$ cat src/rtl/watch_time_reporter.sv
// watch_time_reporter: snapshots watch time and streams "HH:MM:SS.CC\r\n" over a byte valid/ready handshake
module watch_time_reporter #(
  parameter int BIT_100HZ = 100,
  parameter int SECOND_60 = 60,
  parameter int HOUR      = 24
)(
  input  logic                         clk,
  input  logic                         reset,
  input  logic [$clog2(BIT_100HZ)-1:0] msec,
  input  logic [$clog2(SECOND_60)-1:0] sec,
  input  logic [$clog2(SECOND_60)-1:0] min,
  input  logic [$clog2(HOUR)-1:0]      hour,
  input  logic                         tick_1s,
  input  logic                         i_req,
  input  logic                         auto_en,
  input  logic                         tx_ready,
  output logic [7:0]                   tx_data,
  output logic                         tx_valid,
  output logic                         busy
);
  typedef enum logic {IDLE, SEND} state_t;
  state_t r_state, w_state_nxt;
  logic [3:0] r_idx, w_idx_nxt;
  logic r_pending, w_pending_nxt;
  logic w_trig, w_load;
  logic [$clog2(HOUR)-1:0]      r_hour;
  logic [$clog2(SECOND_60)-1:0] r_min, r_sec;
  logic [$clog2(BIT_100HZ)-1:0] r_msec;
  logic [15:0] w_h, w_m, w_s, w_c;
  logic [7:0] w_byte;
  // two ASCII digits, saturating at "99" for values that do not fit
  function automatic logic [15:0] to_ascii(input logic [6:0] v);
    logic [6:0] s, t, u;
    s = (v > 7'd99) ? 7'd99 : v;
    t = s / 7'd10;
    u = s % 7'd10;
    return {8'h30 + {1'b0, t}, 8'h30 + {1'b0, u}};
  endfunction
  always_comb begin
    w_trig        = i_req | (auto_en & tick_1s);
    w_load        = (r_state == IDLE) & (w_trig | r_pending);
    w_state_nxt   = r_state;
    w_idx_nxt     = r_idx;
    w_pending_nxt = r_pending;
    if (w_load) begin
      w_state_nxt   = SEND;
      w_idx_nxt     = 4'd0;
      w_pending_nxt = 1'b0;
    end else if (r_state == SEND) begin
      w_pending_nxt = r_pending | w_trig;
      if (tx_ready) begin
        w_idx_nxt   = (r_idx == 4'd12) ? 4'd0 : r_idx + 4'd1;
        w_state_nxt = (r_idx == 4'd12) ? IDLE : SEND;
      end
    end
  end
  always_ff @(posedge clk or negedge reset) begin
    if (!reset) begin
      r_state   <= IDLE;
      r_idx     <= 4'd0;
      r_pending <= 1'b0;
    end else begin
      r_state   <= w_state_nxt;
      r_idx     <= w_idx_nxt;
      r_pending <= w_pending_nxt;
    end
  end
  always_ff @(posedge clk or negedge reset) begin
    if (!reset) begin
      r_hour <= '0;
      r_min  <= '0;
      r_sec  <= '0;
      r_msec <= '0;
    end else if (w_load) begin
      r_hour <= hour;
      r_min  <= min;
      r_sec  <= sec;
      r_msec <= msec;
    end
  end
  assign w_h = to_ascii(7'(r_hour));
  assign w_m = to_ascii(7'(r_min));
  assign w_s = to_ascii(7'(r_sec));
  assign w_c = to_ascii(7'(r_msec));
  always_comb begin
    case (r_idx)
      4'd0:    w_byte = w_h[15:8];
      4'd1:    w_byte = w_h[7:0];
      4'd2:    w_byte = 8'h3A;
      4'd3:    w_byte = w_m[15:8];
      4'd4:    w_byte = w_m[7:0];
      4'd5:    w_byte = 8'h3A;
      4'd6:    w_byte = w_s[15:8];
      4'd7:    w_byte = w_s[7:0];
      4'd8:    w_byte = 8'h2E;
      4'd9:    w_byte = w_c[15:8];
      4'd10:   w_byte = w_c[7:0];
      4'd11:   w_byte = 8'h0D;
      4'd12:   w_byte = 8'h0A;
      default: w_byte = 8'h00;
    endcase
  end
  assign tx_valid = (r_state == SEND);
  assign busy     = tx_valid;
  assign tx_data  = tx_valid ? w_byte : 8'h00;
endmodule

$ cat config.mk
export PLATFORM = sky130hd
export DESIGN_NAME = watch_time_reporter
export DESIGN_NICKNAME = d
export VERILOG_FILES = /design/src/rtl/watch_time_reporter.sv
export SDC_FILE = /design/constraint.sdc
export NUM_CORES = 1
export LEC_CHECK = 0
export ABC_AREA = 1
export CAP_MARGIN = 10
export CORE_MARGIN = 3
export CORE_UTILIZATION = 32
export DETAILED_ROUTE_END_ITERATION = 10
export GPL_ROUTABILITY_DRIVEN = 0
export PLACE_DENSITY = 0.55
export SLEW_MARGIN = 10
export SYNTH_ARGS = -nofsm -noshare
export SYNTH_HDL_FRONTEND = slang
export SYNTH_SLANG_ARGS = --single-unit
$ cat constraint.sdc
create_clock -name clk -period 6.2 [get_ports clk]
set_input_delay 1.24 -clock clk [delete_from_list [all_inputs] [get_ports clk]]
set_output_delay 1.24 -clock clk [all_outputs]
set_load 0.05 [all_outputs]
== After elaboration in Yosys (flattened, before gate mapping) ==
Index checks and enable logic that the tools add are counted.

* Flip-flop bits (word level): 30
* Input bits: 30
* Output and inout port bits: 10
* Logic and storage cells: 64

* Add/subtract/negate cells: 9
* Divide/modulo/power cells: 8
* $lt $le $gt $ge: 3
* Equal/unequal tests: 12
* Multiplexer cells: 15
* Bitwise logic cells: 5
* Reduce and logical (&&, ||, !) cells: 5

{| class="wikitable"
|+ Operators with widths
! kind !! count
|-
| 8-bit one-hot mux with 12 select lines || 1
|-
| 6-bit by 7-bit adder with 8-bit output, first input constant || 8
|-
| 7-bit by 4-bit divider with 7-bit output, second input constant || 3
|-
| 7-bit by 4-bit remainder unit with 7-bit output, second input constant || 3
|-
| 7-bit two-way mux || 3
|-
| 4-bit == test, second input constant || 5
|-
| 4-bit by 3-bit == test with 1-bit output, second input constant || 4
|-
| 4-bit two-way mux || 4
|-
| 6-bit by 7-bit greater-than comparator with 1-bit output, second input constant || 2
|-
| 4-bit by 2-bit == test with 1-bit output, second input constant || 2
|-
| 8-bit two-way mux || 1
|-
| 5-bit by 4-bit divider with 7-bit output, second input constant || 1
|-
| 7-bit greater-than comparator, second input constant || 1
|-
| 5-bit by 4-bit remainder unit with 7-bit output, second input constant || 1
|-
| 1-bit two-way mux || 6
|-
| 4-bit by 1-bit adder with 4-bit output, second input constant || 1
|-
| 4-bit by 1-bit == test with 1-bit output, second input constant || 1
|-
| 4-bit zero test || 1
|-
| 2-bit nonzero test || 2
|-
| 1-bit AND || 2
|-
| 1-bit OR || 2
|-
| 2-bit AND reduction || 1
|-
| 2-bit OR reduction || 1
|-
| 1-bit NOT || 1
|}

== Depth between registers and ports, before layout ==
* Word-level depth: 6
* Mapped depth: 32
* Mapped depth without buffers: 32

== Worst setup path before layout ==
OpenSTA, ideal clock, no wires.

* Path kind: flip-flop to output port
* Start: register r_msec[6]
* End: output port tx_data[3]
* Arrival time: 3849 ps
* Data required time: 4960 ps
* Setup slack: 1111 ps
* Cell stages (with the launch flop): 26
* Buffers on the path: 0
* Path through: dfrtp_1 nand2_2 nand2_2 inv_1 ha_1 o21ai_2 nand2_2 nand2_4 ha_1 inv_1 nand3_2 nand2_4 nand3_1 nand3_2 nand2_4 nand4_1 nand2_2 inv_1 ha_1 inv_1 nand3_1 nand3_2 inv_1 o21ai_0 nand3_1 a31oi_1

* Cells in the longest elaborated chain, start to end: 6
* Elaborated cells on any way between the ends: 8
* Classes of those cells: add/sub: 2; div: 2; order compare: 1; mux: 3

{| class="wikitable"
|+ Ends and longest elaborated chain
! what !! line !! source
|-
| from (decl) || 28 || <nowiki>logic [$clog2(BIT_100HZ)-1:0] r_msec;</nowiki>
|-
| from (signal assigned) || 78 || <nowiki>r_msec <= msec;</nowiki>
|-
| 7-bit greater-than comparator || 34 || <nowiki>s = (v > 7'd99) ? 7'd99 : v;</nowiki>
|-
| 7-bit two-way mux * || 34 ||
|-
| 7-bit by 4-bit remainder unit with 7-bit output or 7-bit by 4-bit divider with 7-bit output (tied branches) || 36, 35 ||
|-
| 6-bit by 7-bit adder with 8-bit output || 37 || <nowiki>return {8'h30 + {1'b0, t}, 8'h30 + {1'b0, u}};</nowiki>
|-
| 8-bit one-hot mux with 12 select lines * || 86 || <nowiki>case (r_idx)</nowiki>
|-
| 8-bit two-way mux * || 105 || <nowiki>assign tx_data = tx_valid ? w_byte : 8'h00;</nowiki>
|-
| to (decl) || 17 || <nowiki>output logic [7:0] tx_data,</nowiki>
|}

Mark *: on every way between the ends. The rest lies on a longest branch, timed or not.

== Final worst setup path ==
* Start: register r_msec[6]
* End: output port tx_data[2]

The elaborated chain is that of the path after synthesis.

==> impl_results.md <==
* Gate Count Post-Synth at 439
* CTS H-tree lvls at 2
* Number of setup buffers added after CTS at 0
* Worst Path Class, Setup: reg -> out
* Critical Path Start Type: flip-flop
* Launching point of the worst reg2reg path: busy$_DFF_PN0_
* Max-cap viol count at 0
* Combined global-route utilization of all metal layers at 14.8%
* Final-report setup violation count at 0
* Netlist cell types at 38
* Congestion Overflow GR at 0
* Starting Density at 34.0%
* R2R cell count at 6
* # port buffers at 39
* Die X-Extent at 101 um
* Post-route non-filler standard cell count at 587
* Share of layout cells above drive strength 1 at 11.6%
* Pin count of the biggest net entering global routing at 31
* Launch instance of the worst min-delay path: r_msec[0]$_DFFE_PN0P_
* Nets at 526
* Synth Net Count at 484
* CTS Hold Buffers Added at 0
* Via count of the first global-routing pass at 2815
* DRT Pass-1 Iters at 4
* Row Count at 33
* Wire length of the first global-routing pass at 12.3 mm
* Share of the core filled with cells in the final layout at 41.3%
* Portion of synthesized cell area occupied by the leading cell type at 26.1%
* Layout overhead on the synthesized area at 21.6%
* Fin Setup TNS at 0 ps
* Synthesis warning total at 0
* DRT Wirelength at 7.08 mm
* Post-Syn Area at 2880 sq um
* Share of the clock period used by the worst path after layout at 92.9%
* Primary flip-flop cell chosen by synthesis mapping: dfrtp_1
* Max_slew headroom at 57.0%
* Met3 Track Usage GR at 2.56%
* Minimum period implied by the final worst setup slack at 5760 ps
* GR Util met2 at 24.8%
* Reg2Reg Setup Slack at 3980 ps
* Core region area at 8460 sq um
* Dominant delay contributor by cell family on the critical path: simple AND/OR/NAND/NOR gates
* Number of resized instances in the post-cts repair step at 0
* Slowest cell on the critical path: clkdlybuf4s50_1
* Avg Synthesized Cell Area at 6.55 sq um
* Via density at 4.86
* Cells taking the most area after synthesis: dfrtp_1, nand2_1, inv_1, nor2_1, ha_1
* Result of the run: finished clean
* DRC violations left at 0
* Actual transition at the worst max-transition pin at 644 ps
* Post-route ant nets at 0
* Delay of the slowest cell on the worst path at 820 ps
* Number of slew-limit violations in the final report at 0
* Worst r2r dst: r_idx[2]$_DFFE_PN0P_
* Unrepaired setup endpoints after global routing: no
* Worst endpoint data arrival time at 4520 ps
* DIE HEIGHT at 101 um
* Share of flip-flops with an asynchronous set or reset after synthesis at 100%
* TritonCTS sink count at 30
* CTS root buffer: clkbuf_8
* Worst-case clock skew at 5.52 ps
* Depth of the worst hold-timing path at 1
* Deepest clock path buffer count at 2
* Diodes inserted at 0
* Critical path buffers and inverters at 6
* Part of the Yosys area used for sequential elements at 26.1%
* Average wire per standard cell at 12.1 um
* Met1 usage at 19.6%
* Count of final hold-check violations at 0
* Library cell occupying the most area in the post-synthesis netlist: dfrtp_1
* Worst path most repeated cell: inv_1
* Flip-flop and latch count after synthesis at 30
* Initial antenna violation count at 0
* Floorplan die area at 10200 sq um
* Capturing element type of the critical path: output pin
* End point of the worst hold path: r_msec[0]$_DFFE_PN0P_
* Filler cells at 896
* Detailed router's first-iteration violation count at 110
* HPWL after detailed placement at 5.78 mm
* Required time worst endpoint at 4960 ps
* Number of buffers created by CTS at 5
* Cell Count Post-Placement at 579
* Critical path peak fanout at 6
* Vias after detailed routing at 2852
* EDFF count, synth at 0
* Busiest grt layer: met2
* Classification of the worst-slack hold path: reg -> reg
* TritonCTS clock tree: yes
* Number of top-level pins at 40
* Max Clock Freq at 0.174 GHz
* Insertion delay to the later sink of the worst-skew pair at 290 ps
* Clock transition at the registers of the reported paths at 70 ps
cells in the final DEF (no fill, tap or decap), types with 4 or more instances in the layout:
master,Yosys,routed
xor2_1,5,5
mux2_2,7,7
nand2_1,88,88
nand2_4,6,6
nand2_2,12,12
nand3_1,27,27
a21oi_1,35,35
o22ai_1,4,4
ha_1,15,15
dfrtp_1,30,30
nor2_1,54,54
nor3_1,4,4
o21ai_0,23,23
nand4_1,12,12
inv_1,72,72
clkbuf_8,0,6
clkdlybuf4s50_1,0,33
nand3_2,5,5
dlymetal6s2s_1,0,6
inv_2,4,4
area by class of cell:
class	count	area (sq um)	share of cell area, %
clock buffers	6	82.6	2.36
clock inverters	2	12.5	0.358
inverters	78	293	8.37
well taps	105	131	3.76
flip-flops and latches	30	751	21.5
multi-input cells	325	1810	51.7
repair buffers	41	420	12.0
worst max path at each step:
stage | from | end | slack, ps | cells after the start
global route | r_msec[6]$_DFFE_PN0P_ | tx_data[2] | 40 | 26
CTS | r_msec[6]$_DFFE_PN0P_ | tx_data[5] | 250 | 28
detailed placement | r_msec[6]$_DFFE_PN0P_ | tx_data[5] | 590 | 28
floorplan | r_msec[6]$_DFFE_PN0P_ | tx_data[3] | 1110 | 25
finish | r_msec[6]$_DFFE_PN0P_ | tx_data[2] | 440 | 26
global placement | r_msec[6]$_DFFE_PN0P_ | tx_data[5] | 780 | 28
routing by layer:
metal | up-vias | wire (um)
met4 | 0 | 83
met1 | 1291 | 3430
li1 | 1509 | -
met5 | - | 0
met3 | 9 | 236
met2 | 43 | 3330
stage by stage:
stage          setup slack (ps)  hold WS [ps]  area, sq um
6_report                    439           548         3500
5_1_grt                    36.1           572         3500
4_1_cts                     252           555         3480
3_5_place_dp                592           541         3390
3_3_place_gp                776           526         3390
2_1_floorplan              1110           502         2880
logic make-up (layout without fill, tap and decap cells):
kind of cell               count (synthesis)  count (layout)  synth area share, %
and+or+nand+nor                          216             216                 35.6
buffers and inverters                     84             127                 11.1
AOI/OAI and AO/OA                         81              81                 16.1
DFF                                       30              30                 26.1
adders and majority gates                 15              15                 6.52
muxes                                      8               8                 3.09
xor gates and xnor gates                   5               5                 1.52
cell usage after synthesis, types with 2 or more instances:
library cell / number
a211oi_1: 2
a21oi_1: 35
a21oi_2: 2
a221oi_1: 2
a31oi_1: 3
clkbuf_1: 5
clkinv_1: 2
dfrtp_1: 30
ha_1: 15
inv_1: 72
inv_2: 4
mux2_2: 7
nand2_1: 88
nand2_2: 12
nand2_4: 6
nand3_1: 27
nand3_2: 5
nand4_1: 12
nor2_1: 54
nor2_2: 3
nor3_1: 4
o211ai_1: 2
o21ai_0: 23
o21ai_2: 3
o22ai_1: 4
xor2_1: 5
registers in the layout, indices dropped and copies added (netlist names):
| signal | flops |
|---|---|
| busy | 1 |
| r_hour | 5 |
| r_idx | 4 |
| r_min | 6 |
| r_msec | 7 |
| r_pending | 1 |
| r_sec | 6 |
Power is not shown: default switching activity piles up to over one toggle a cycle in this logic, so the estimate is an artifact.
==> patch 1: new RTL, same settings <==
Compare `r_idx` against `4'd12` with >= in place of ==.
--- a/src/rtl/watch_time_reporter.sv
+++ b/src/rtl/watch_time_reporter.sv
@@ -52,3 +52,3 @@
         w_idx_nxt   = (r_idx == 4'd12) ? 4'd0 : r_idx + 4'd1;
-        w_state_nxt = (r_idx == 4'd12) ? IDLE : SEND;
+        w_state_nxt = (r_idx >= 4'd12) ? IDLE : SEND;
       end
Formal check against the unedited RTL: same outputs for any inputs over 10 cycles, from zero or initial values and one cycle with reset low; that may be too few to reach the edited logic, so the function may still have changed.
==> patch 1 against the original RTL <==
  * Setup slack got worse by 63 ps
  * Utilization down 1.2 points
  * Sequential cell count stayed put
  * Final area grew 1.4%
  * Wire length up 3.6%
  * Area after synthesis increased by 2.5%
Power is not shown: default switching activity piles up to over one toggle a cycle in this logic, so the estimate is an artifact.
==> patch 1: results (changes against the original RTL) <==
Worst hold path
  – Hold_sp: r_msec[1] (was r_msec[0])
  – WHS Endpoint: r_msec[1] (was r_msec[0])
  – Hold Path Cell Cnt: 2 (was 1)

Worst setup path
  – Reg2reg path depth: 5 (was 6)
  – R2R setup slack: 4090 ps (was 3980 ps)
  – WP data arrival: 4580 ps (was 4520 ps)
  – Worst path max stage delay: 850 ps (was 820 ps)
  – Worst Setup EP: tx_data[1] (was tx_data[2])

Logic synthesis
  – Syn Nets: 496 (was 484)
  – Synth Area in Compound Gates: 0.152 (was 0.161)
  – Adder-Cell Fraction of Synth Area: 0.0636 (was 0.0652)
  – Post-synthesis mux area share: 0.0153 (was 0.0309)
  – Synth top area cells: dfrtp_1, nand2_1, nor2_1 (was dfrtp_1, nand2_1, inv_1)
  – Register area share after synthesis: 0.255 (was 0.261)

Routing
  – Total number of vias: 2918 (was 2852)
  – DR WL/cell: 12.3 um (was 12.1 um)
  – Met3 wire length: 370 um (was 236 um)
  – Met2 wire length: 3430 um (was 3330 um)
  – Wl on met1: 3410 um (was 3430 um)
  – Initial drt markers: 132 (was 110)

Place
  – Placed Instances: 592 (was 579)
  – Hpwl dp: 5890 um (was 5780 um)
  – Post-Place Setup Slack: 527 ps (was 592 ps)

GRT
  – M2 GR Usage: 0.245 (was 0.248)
  – Met1 Resource Use GR: 0.196 (about the same)
  – Largest net degree at the start of global routing: 49 (was 31)
  – First-pass GRT wire length: 12500 um (was 12300 um)
  – Vias in the first global route: 2722 (was 2815)
  – GR Util All Layers: 0.148 (about the same)

STA
  – Tightest Pin Transition: 935 ps (was 644 ps)
  – Layout Skew: 2.40 ps (was 5.52 ps)
  – Worst setup margin: 376 ps (was 439 ps)

Layout
  – Fin cells: 598 (was 587)
  – Fillers: 956 (was 896)
  – Final nets: 536 (was 526)

Status
  – Status: finished clean (unchanged)
patch 1: changes by cell type after synthesis, sizes merged, moves of 2 or more:
cell | unedited run | this run
o211ai | 2 | 4
o22ai | 4 | 2
nand3 | 33 | 36
nand2 | 106 | 117
o21ai | 27 | 18
nand4 | 12 | 9
xor2 | 5 | 9
a21oi | 37 | 40
mux2 | 7 | 4
nor2 | 58 | 70
inv | 76 | 68
a31oi | 3 | 1
patch 1: repair_timing:
| action | 4_1_cts | 5_1_grt |
|---|---|---|
| gates resized for setup | 0 | 4 |
| hold buffers | 0 | 0 |
| endpoints found under the setup margin | 0 | 4 |
patch 1: worst max-delay path: cells and delay by family (launching register included):
kind,cells,cell delay [ps]
simple gates,15,1690
buf+inv,5,1150
fa+ha+maj,3,530
compound gates,2,480
flops,1,440
patch 1: cell type report:
type,instances,area share
multi-input cells,343,0.537
well taps,108,0.0381
inverters,71,0.0751
repair buffers,40,0.115
flip-flops and latches,30,0.212
clock buffers,6,0.0233
==> patch 2: new RTL, config.mk and constraints unchanged <==
Made on the original files. `SECOND_60`: 60 -> 90.
--- a/src/rtl/watch_time_reporter.sv
+++ b/src/rtl/watch_time_reporter.sv
@@ -3,3 +3,3 @@
   parameter int BIT_100HZ = 100,
-  parameter int SECOND_60 = 60,
+  parameter int SECOND_60 = 90,
   parameter int HOUR      = 24
Ports: changed (resized min and sec); port bits go from 40 to 42. The function was not compared with the original's and may differ.
==> patch 2 against the original RTL <==
  * Area after synthesis increased by 33%
  * Non-clock buffer count increased by 2
  * Setup slack improved by 19 ps
  * Critical path type unchanged
  * Maximum frequency increased by 0.34%
  * Sequential cell count increased by 2
  * Wire length increased by 36%
  * Final cell count increased by 32%
  * Hold slack got worse by 12 ps
  * Final area increased by 30%
  * Count of clock-buffer cells in the layout increased by 1
Power is not shown: default switching activity piles up to over one toggle a cycle in this logic, so the estimate is an artifact.
==> patch 2: results (changes against the original RTL) <==
GRT
  – First-pass GRT wire length: 16600 um (was 12300 um)
  – GR Util All Layers: 0.153 (was 0.148)
  – Vias in the first global route: 3598 (was 2815)
  – Largest net degree at the start of global routing: 33 (was 31)

Worst setup path
  – R2R setup slack: 4040 ps (was 3980 ps)
  – WP data arrival: 4500 ps (was 4520 ps)
  – Worst Setup EP: tx_data[5] (was tx_data[2])
  – Worst Path Max Fanout: 10 (was 6)
  – FF-to-FF End: r_sec[2] (was r_idx[2])
  – Worst path max stage delay: 410 ps (was 820 ps)
  – Launch point of the worst path: r_min[4] (was r_msec[6])
  – CP max stage cell: dfrtp_1 (was clkdlybuf4s50_1)
  – Reg2reg path depth: 4 (was 6)

Routing
  – Initial drt markers: 173 (was 110)
  – DR WL/cell: 12.4 um (was 12.1 um)
  – Via-to-Cell Ratio: 4.84 (was 4.86)

Logic synthesis
  – Synth top cells by count: nand2_1, inv_1, nor2_1 (unchanged)
  – Register area share after synthesis: 0.210 (was 0.261)
  – Syn Nets: 640 (was 484)
  – Synth top area cells: dfrtp_1, nand2_1, inv_1 (unchanged)

STA
  – Layout Skew: 8.59 ps (was 5.52 ps)
  – Relative slew slack: 0.548 (was 0.570)

Layout
  – Layout cell share with drive strength beyond 1: 0.141 (was 0.116)
  – # diodes: 0 (unchanged)
  – Final nets: 684 (was 526)
  – Fillers: 1248 (was 896)
  – Biggest regs: r_min: 7 flops, r_msec: 7 flops, r_sec: 7 flops (was r_msec: 7 flops, r_min: 6 flops, r_sec: 6 flops)

Place
  – Port-buffer cells: 41 (was 39)
  – Hpwl dp: 7990 um (was 5780 um)

Worst hold path
  – Hold_sp: r_msec[1] (was r_msec[0])

Status
  – Status: finished clean (unchanged)

Clock network
  – CTS HTree Levels: 2 (unchanged)
  – Clock root cell: clkbuf_16 (was clkbuf_8)
  – TritonCTS Buffers: 5 (unchanged)

Die
  – Core Area: 11500 um2 (was 8460 um2)
==> patch 2: cell count changes after synthesis, moves of 6 or more <==
cell / before / now
inv_2: 4 / 10
nand2_2: 12 / 22
nand2_1: 88 / 136
nor2_1: 54 / 61
nand3_4: 1 / 8
nand4_1: 12 / 19
inv_1: 72 / 97
nand3_1: 27 / 43
==> patch 2: logic make-up after synthesis <==
| family | after synthesis | synth area share |
|---|---|---|
| AOI/OAI and AO/OA | 81 | 0.132 |
| xor gates and xnor gates | 10 | 0.0230 |
| adders and majority gates | 19 | 0.0624 |
| buffers and inverters | 113 | 0.112 |
| DFF | 32 | 0.210 |
| muxes | 6 | 0.0177 |
| and+or+nand+nor | 328 | 0.442 |
==> patch 2: metal layers <==
layer	track usage	part of all wire	wire length [um]	up-vias
li1	-	-	-	1990
met1	0.219	0.50	4850	1691
met2	0.245	0.45	4320	63
met3	0.0200	0.036	344	8
met4	0.0329	0.0098	94	0
met5	0	0	0	-
==> patch 2: worst max-delay path, delay by kind of cell (launching register included) <==
kind	cells	cell delay [ps]
buffers and inverters	5	620
AO/OA/AOI/OAI	3	600
flip-flops	1	410
AND/OR/NAND/NOR	20	2020
adder cells (fa/ha/maj)	3	560
==> patch 2: layout make-up <==
cell class              instances  area, um2  share of cell area
flip-flops and latches         32        801               0.176
well taps                     143        179              0.0393
inverters                     107        402              0.0882
clock buffers                   7        153              0.0335
multi-input cells             444       2580               0.567
repair buffers                 43        438              0.0961
==> patch 2: what timing repair did <==
item | 4_1_cts | 5_1_grt
resized for setup | 1 | 9
pin swaps | 0 | 0
setup endpoints to repair | 1 | 8
==> patch 2: how the worst min path moves through the flow <==
stage	end	slack, ps	cells after the start
2_1_floorplan	r_sec[0]	490	2
3_3_place_gp	r_msec[1]	530	2
3_5_place_dp	r_sec[0]	530	2
4_1_cts	r_sec[0]	540	2
5_1_grt	r_sec[0]	570	2
6_report	r_msec[1]	540	2
==> patch 2: through the flow <==
step	setup slack, ps	std cells	cell area [um2]	utilization
finish	459	776	4560	0.396
global route	76.2	776	4560	0.396
CTS	50.6	776	4540	0.394
detailed placement	244	769	4390	0.381
global placement	399	769	4390	0.381
floorplan	898	589	3810	-
